**config.mk**
```make
export PLATFORM = sky130hd
export DESIGN_NAME = perceptron_predictor_core
export DESIGN_NICKNAME = d
export VERILOG_FILES = /design/src/rtl/perceptron_pkg.sv /design/src/rtl/perceptron_weight_ram.sv /design/src/rtl/perceptron_predictor_core.sv
export SDC_FILE = /design/constraint.sdc
export NUM_CORES = 2
export LEC_CHECK = 0
export BUFFER_PORTS_ARGS = -buffer_cell sky130_fd_sc_hd__buf_2
export CAP_MARGIN = 20
export CORE_MARGIN = 1.5
export CORE_UTILIZATION = 60
export CTS_CLUSTER_SIZE = 25
export DETAILED_ROUTE_END_ITERATION = 10
export HOLD_SLACK_MARGIN = 0.15
export PLACE_DENSITY = 0.76
export SYNTH_ARGS = -nofsm -noshare
export SYNTH_HDL_FRONTEND = slang
export SYNTH_HIERARCHICAL = 1
export SYNTH_SLANG_ARGS = --single-unit
```
**constraint.sdc**
```tcl
create_clock -name clk -period 6.7 [get_ports clk]
set_clock_uncertainty 0.15 [all_clocks]
set_input_delay 1.34 -clock clk [delete_from_list [all_inputs] [get_ports clk]]
set_output_delay 1.34 -clock clk [all_outputs]
set_load 0.005 [all_outputs]
```
**src/rtl/perceptron_pkg.sv**
```systemverilog
// Shared definitions for the perceptron predictor: FSM state codes, derived
// widths, default training threshold and saturating weight arithmetic.
package perceptron_pkg;

  localparam logic [2:0] ST_IDLE     = 3'd0;
  localparam logic [2:0] ST_SUM      = 3'd1;
  localparam logic [2:0] ST_WAIT_RES = 3'd2;
  localparam logic [2:0] ST_TRAIN    = 3'd3;
  localparam logic [2:0] ST_UPD      = 3'd4;

  // Widest weight supported; narrower weights are sign-extended into this.
  localparam int W_MAX_BITS = 8;

  function automatic int sum_width(input int w_bits, input int hist_len);
    return w_bits + $clog2(hist_len + 1) + 1;
  endfunction

  // floor(1.93 * hist_len + 14) in integer arithmetic
  function automatic int default_theta(input int hist_len);
    return (193 * hist_len + 1400) / 100;
  endfunction

  function automatic logic signed [7:0] sat_inc(input logic signed [7:0] w, input int w_bits);
    logic signed [7:0] w_max;
    w_max = 8'sd127 >>> (W_MAX_BITS - w_bits);
    return (w >= w_max) ? w_max : w + 8'sd1;
  endfunction

  function automatic logic signed [7:0] sat_dec(input logic signed [7:0] w, input int w_bits);
    logic signed [7:0] w_min;
    w_min = -8'sd128 >>> (W_MAX_BITS - w_bits);
    return (w <= w_min) ? w_min : w - 8'sd1;
  endfunction

endpackage

```
**src/rtl/perceptron_weight_ram.sv**
```systemverilog
// Weight storage: DEPTH x W_BITS register array, asynchronous read, one
// synchronous write port, every entry cleared while rst_n is low.
module perceptron_weight_ram #(
  parameter int DEPTH  = 128,
  parameter int W_BITS = 8,
  parameter int AW     = $clog2(DEPTH)
) (
  input  logic                     clk,
  input  logic                     rst_n,
  input  logic                     we,
  input  logic [AW-1:0]            addr,
  input  logic signed [W_BITS-1:0] wdata,
  output logic signed [W_BITS-1:0] rdata
);
  logic signed [W_BITS-1:0] mem_reg [DEPTH];

  always_ff @(posedge clk) begin
    if (!rst_n) begin
      for (int i = 0; i < DEPTH; i++) mem_reg[i] <= '0;
    end else if (we) begin
      mem_reg[addr] <= wdata;
    end
  end

  assign rdata = mem_reg[addr];

endmodule

```
**src/rtl/perceptron_predictor_core.sv**
```systemverilog
// Perceptron branch predictor core: serial bipolar dot product, prediction,
// saturating training and global-history shift. Optional PERC_STATS_EN adds counters.
module perceptron_predictor_core
  import perceptron_pkg::*;
#(
  parameter int ADDR_BITS = 16,
  parameter int HIST_LEN  = 7,
  parameter int NUM_PERC  = 16,
  parameter int W_BITS    = 8,
  parameter int THETA     = default_theta(HIST_LEN)
) (
  input  logic                 clk,
  input  logic                 rst_n,
  input  logic                 req_valid,
  output logic                 req_ready,
  input  logic [ADDR_BITS-1:0] req_pc,
  output logic                 pred_valid,
  output logic                 pred_taken,
  input  logic                 res_valid,
  input  logic                 res_taken,
  output logic                 upd_done
`ifdef PERC_STATS_EN
  ,
  output logic [15:0]          pred_ctr,
  output logic [15:0]          mispred_ctr
`endif
);
  localparam int IDX_W  = $clog2(NUM_PERC);
  localparam int SUM_W  = sum_width(W_BITS, HIST_LEN);
  localparam int SUM_XW = SUM_W + 1;
  localparam int CNT_W  = $clog2(HIST_LEN + 1);
  localparam int DEPTH  = NUM_PERC * (HIST_LEN + 1);
  localparam int AW     = $clog2(DEPTH);
  localparam logic [CNT_W-1:0] CNT_LAST = CNT_W'(HIST_LEN);

  logic [2:0]              state_reg;
  logic [IDX_W-1:0]        idx_reg;
  logic [CNT_W-1:0]        cnt_reg;
  logic signed [SUM_W-1:0] sum_reg;
  logic [HIST_LEN-1:0]     hist_reg;
  logic                    res_taken_reg;

  logic [AW-1:0]             ram_addr;
  logic signed [W_BITS-1:0]  w_rd;
  logic signed [W_BITS-1:0]  w_wr;
  logic                      ram_we;
  logic [HIST_LEN:0]         x_vec;
  logic                      x_bit;
  logic signed [SUM_W-1:0]   w_ext;
  logic signed [SUM_W-1:0]   term;
  logic signed [SUM_XW-1:0]  sum_x;
  logic [SUM_XW-1:0]         sum_mag;
  logic                      pred_dir;
  logic                      need_train;
  logic                      cnt_last_hit;
  logic signed [7:0]         w8;
  logic                      unused_pc;

  assign unused_pc = ^{req_pc[ADDR_BITS-1:IDX_W+2], req_pc[1:0]};

  assign ram_addr = AW'(idx_reg) * AW'(HIST_LEN + 1) + AW'(cnt_reg);
  assign ram_we   = (state_reg == ST_TRAIN);

  perceptron_weight_ram #(
    .DEPTH  (DEPTH),
    .W_BITS (W_BITS),
    .AW     (AW)
  ) u_weight_ram (
    .clk   (clk),
    .rst_n (rst_n),
    .we    (ram_we),
    .addr  (ram_addr),
    .wdata (w_wr),
    .rdata (w_rd)
  );

  // Input vector: x0 is the constant bias input, xi is hist[i-1].
  assign x_vec        = {hist_reg, 1'b1};
  assign x_bit        = x_vec[cnt_reg];
  assign cnt_last_hit = (cnt_reg == CNT_LAST);

  assign w_ext = SUM_W'(w_rd);
  assign term  = x_bit ? w_ext : -w_ext;

  // One extra bit so negating the most-negative sum cannot overflow.
  assign sum_x      = SUM_XW'(sum_reg);
  assign sum_mag    = sum_x[SUM_XW-1] ? SUM_XW'(-sum_x) : SUM_XW'(sum_x);
  assign pred_dir   = ~sum_reg[SUM_W-1];
  assign need_train = (pred_dir != res_taken) || (sum_mag <= SUM_XW'(THETA));

  assign w8   = W_MAX_BITS'(w_rd);
  assign w_wr = (x_bit == res_taken_reg) ? W_BITS'(sat_inc(w8, W_BITS))
                                         : W_BITS'(sat_dec(w8, W_BITS));

  always_ff @(posedge clk) begin
    if (!rst_n) begin
      state_reg     <= ST_IDLE;
      idx_reg       <= '0;
      cnt_reg       <= '0;
      sum_reg       <= '0;
      hist_reg      <= '0;
      res_taken_reg <= 1'b0;
    end else begin
      case (state_reg)
        ST_IDLE: begin
          if (req_valid) begin
            idx_reg   <= req_pc[IDX_W+1:2];
            sum_reg   <= '0;
            cnt_reg   <= '0;
            state_reg <= ST_SUM;
          end
        end
        ST_SUM: begin
          sum_reg <= sum_reg + term;
          if (cnt_last_hit) begin
            cnt_reg   <= '0;
            state_reg <= ST_WAIT_RES;
          end else begin
            cnt_reg <= cnt_reg + 1'b1;
          end
        end
        ST_WAIT_RES: begin
          if (res_valid) begin
            res_taken_reg <= res_taken;
            cnt_reg       <= '0;
            state_reg     <= need_train ? ST_TRAIN : ST_UPD;
          end
        end
        ST_TRAIN: begin
          if (cnt_last_hit) begin
            cnt_reg   <= '0;
            state_reg <= ST_UPD;
          end else begin
            cnt_reg <= cnt_reg + 1'b1;
          end
        end
        ST_UPD: begin
          hist_reg  <= (hist_reg << 1) | HIST_LEN'(res_taken_reg);
          state_reg <= ST_IDLE;
        end
        default: state_reg <= ST_IDLE;
      endcase
    end
  end

  assign req_ready  = (state_reg == ST_IDLE);
  assign pred_valid = (state_reg == ST_WAIT_RES);
  assign pred_taken = pred_valid & pred_dir;
  assign upd_done   = (state_reg == ST_UPD);

`ifdef PERC_STATS_EN
  logic        mispred_reg;
  logic [15:0] pred_ctr_reg;
  logic [15:0] mispred_ctr_reg;

  always_ff @(posedge clk) begin
    if (!rst_n) begin
      mispred_reg     <= 1'b0;
      pred_ctr_reg    <= '0;
      mispred_ctr_reg <= '0;
    end else begin
      if (state_reg == ST_WAIT_RES && res_valid) mispred_reg <= pred_dir ^ res_taken;
      if (state_reg == ST_UPD) begin
        if (pred_ctr_reg != 16'hFFFF) pred_ctr_reg <= pred_ctr_reg + 16'd1;
        if (mispred_reg && mispred_ctr_reg != 16'hFFFF) mispred_ctr_reg <= mispred_ctr_reg + 16'd1;
      end
    end
  end

  assign pred_ctr    = pred_ctr_reg;
  assign mispred_ctr = mispred_ctr_reg;
`endif

endmodule
```
==> metrics.txt <==
r2r startpoint cnt_reg[2]; syn avg cell area 12.33 µm²; path depth of the worst reg2reg path 18; Max Slew Vio Count 0; max reg flops 1024; synthesized area 50890 µm²; Total GRT Usage 37.02%; Worst-path clk slew 0.07 ns; ys flop type edfxtp_1; Synth Register Bits 1054; first-pass GRT wire length 233.8 mm; Hold Crit Start hist_reg[6]; Mapped Nets 4167; Worst EP required 7.09 ns; CTS Buf Count 109; first-iteration detailed-routing DRC count 6218; sequential fraction of the synthesis area 61.60%; share of layout cells above drive strength 1 14.21%; complex-gate fraction of the synthesized area 12.80%; clock root buffer clkbuf_16; post-CTS sizing 0; vias in the first global route 35406; outcome completed; Post-Synth Adder-Cell Area 0.4573%; Tcrit/Tclk final 93.92%; P per Cell Area 281.8 nW/µm²; Die X 294.2 µm; DRC errors left 0; Netlist cell types 89; Final Hold Vio Count 0; setup TNS 0 ns; P_leak 20.50 nW; fmax 158.9 MHz; GR Overflow Total 0; HPWL Detailed 103.5 mm; Routed Antenna Nets 0; Hold Path End hist_reg[6]; crit path DAT 6.68 ns; Placed Cells 5131; Die Footprint 86570 µm²; xor/xnor share of the synthesized area 0.2557%; num rows 106; hold path cells 2; I/O Pins 25; crit path launch cnt_reg[2]; setup bufs post-CTS 0; Worst VDD drop 0.0002585 V; via density per instance 6.891; PortBufs 12; largest family of logic cells by synthesized area simple AND/OR/NAND/NOR gates; RSZ-0062 raised after global routing false; detailed-route via count 37231; Area Growth Syn to Fin 12.54%; Critical Path End Type flop; Routed Wire Length 161.3 mm; Crit Path Max Fanout 38; Pre-Repair DR Iteration Count 6; largest net degree at the start of global routing 83; CTS Hold Bufs 0; routed len/inst 29.85 µm; layout net count 4215; H-tree depth 3; Reg2Reg Setup Slack 0.41 ns; Tightest Pin Transition 1.249 ns; Post-synth ARST share 0%; GPL Wtd Cong 0.9439; simple-gate share of the synthesized area 17.76%; Tmin final 6.292 ns; die height 294.2 µm; CP startpoint kind flop; initial core utilization 60.71%; Fillers 5916; yosys warns 6; Worst Hold Class reg -> reg; worst r2r dst u_weight_ram/mem_reg[56][2]; clock sink total 1054; Post-Layout Cell Count 5403; Max Cap Viol 0; critical path class reg -> reg; Worst slew margin 16.40%; TritonCTS clock tree built; Syn Inst Count 4128; mux cell area share after synthesis 3.872%; final setup fails 0; initial antenna violation count 6; number of synthesized flops with an enable pin 1024; clk_lat worst skew 0.69 ns; CTS max path bufs 3; core area 83820 µm²
-- cell usage in the layout, fill, tap and decap left out, types with 24 or more instances in the layout --
| cell | Yosys | routed |
|---|---|---|
| edfxtp_1 | 1024 | 1024 |
| a22o_1 | 48 | 48 |
| mux2_2 | 58 | 58 |
| buf_12 | 0 | 48 |
| nand2_1 | 108 | 104 |
| nand3_1 | 46 | 46 |
| clkbuf_1 | 238 | 29 |
| nor2_1 | 208 | 206 |
| buf_4 | 4 | 173 |
| o21ai_0 | 180 | 180 |
| and2_1 | 1032 | 1031 |
| dfxtp_1 | 30 | 25 |
| a221oi_1 | 106 | 106 |
| buf_2 | 100 | 61 |
| a222oi_1 | 27 | 27 |
| clkbuf_16 | 0 | 113 |
| o22ai_1 | 42 | 41 |
| nor3_1 | 26 | 26 |
| a211oi_1 | 26 | 24 |
| mux2i_1 | 99 | 99 |
| a21oi_1 | 125 | 122 |
| a22oi_1 | 108 | 108 |
-- layer usage --
layer / track usage (%) / part of all wire (%) / up-vias
li1: - / - / 15524
met1: 49.73 / 35 / 18079
met2: 54.87 / 44 / 3004
met3: 10.36 / 15 / 614
met4: 19.84 / 6.1 / 10
met5: 0 / 0.038 / -
-- kinds of logic (layout without fill, tap and decap cells) --
kind of cell               Yosys count  after routing
AOI/OAI and AO/OA                  907            907
xor gates and xnor gates            14             14
adders and majority gates           18             18
buffers and inverters              396            532
DFF                               1054           1054
muxes                              172            172
other                                0              5
and+or+nand+nor                   1567           1567
-- worst max-delay path: stages, from the launching register on --
cell and delay [ns]:
dfxtp_4 0.78, buf_12 0.31, nor2b_4 0.43, buf_12 0.30, buf_4 0.23, a222oi_1 0.14, nor3_1 0.35, a31oi_1 0.07
o2111ai_1 0.53, a32o_1 0.62, and3_1 0.34, nand2_1 0.12, or3_1 0.46, nand3_1 0.13, a21oi_1 0.11, a311oi_4 0.34
buf_12 0.31, buf_12 0.19, and2_1 0.15
-- where the power goes --
part,internal (W),switching (W)
Combinational,0.000726,0.00175
Sequential,0.00743,0.000103
Clock,0.00359,0.00255
-- through the flow --
step                      hold WS [ns]  power, W  setup WS [ns]  area [µm²]  util (%)
final                           0.3467   0.01614         0.4077       57270     68.33
after global routing            0.3917   0.01647         0.2039       57260     68.31
after CTS                       0.3533   0.01604         0.5916       56880     67.85
after detailed placement        0.3378   0.01002         0.6326       53310     63.60
after global placement          0.3309  0.009974         0.5812       53150     63.41
after floorplan                 0.3101  0.008746          1.886       50890         -
-- Yosys cell counts, drive strengths merged (22+ instances only) --
cell / n / share of area, %
a222oi: 27 / 0.53
inv: 22 / 0.16
a221o: 23 / 0.45
o21ai: 181 / 1.8
dfxtp: 30 / 1.2
nand3: 46 / 0.45
o211ai: 23 / 0.34
nor3: 27 / 0.28
edfxtp: 1024 / 60
clkbuf: 238 / 1.8
mux2i: 99 / 1.9
nor2: 208 / 1.5
a21oi: 125 / 1.2
nor2b: 24 / 0.30
a22o: 48 / 0.83
buf: 135 / 1.3
a22oi: 108 / 1.6
mux2: 59 / 1.3
nand2: 108 / 0.80
a221oi: 106 / 1.8
a211oi: 26 / 0.38
o22ai: 42 / 0.52
and2: 1032 / 13
-- worst max-delay path by stage --
stage / slack [ns] / cells past startpoint / end
after floorplan: 1.89 / 18 / u_weight_ram/mem_reg[16][3]
after global placement: 0.58 / 17 / u_weight_ram/mem_reg[86][2]
after detailed placement: 0.63 / 19 / sum_reg[11]
after CTS: 0.59 / 19 / sum_reg[11]
after global routing: 0.20 / 20 / sum_reg[11]
final: 0.41 / 18 / u_weight_ram/mem_reg[56][2]
-- cell type report --
cell class	instances	area [µm²]	area share, %
multi-input cells	2678	18070	31.55
inverters	22	85.08	0.1486
clock buffers	147	3005	5.248
diodes	5	12.51	0.02185
clock inverters	52	563.0	0.9831
well taps	1134	1419	2.477
repair buffers	311	2753	4.806
flip-flops and latches	1054	31360	54.76
Note: power is estimated with default switching activity, not from simulation.
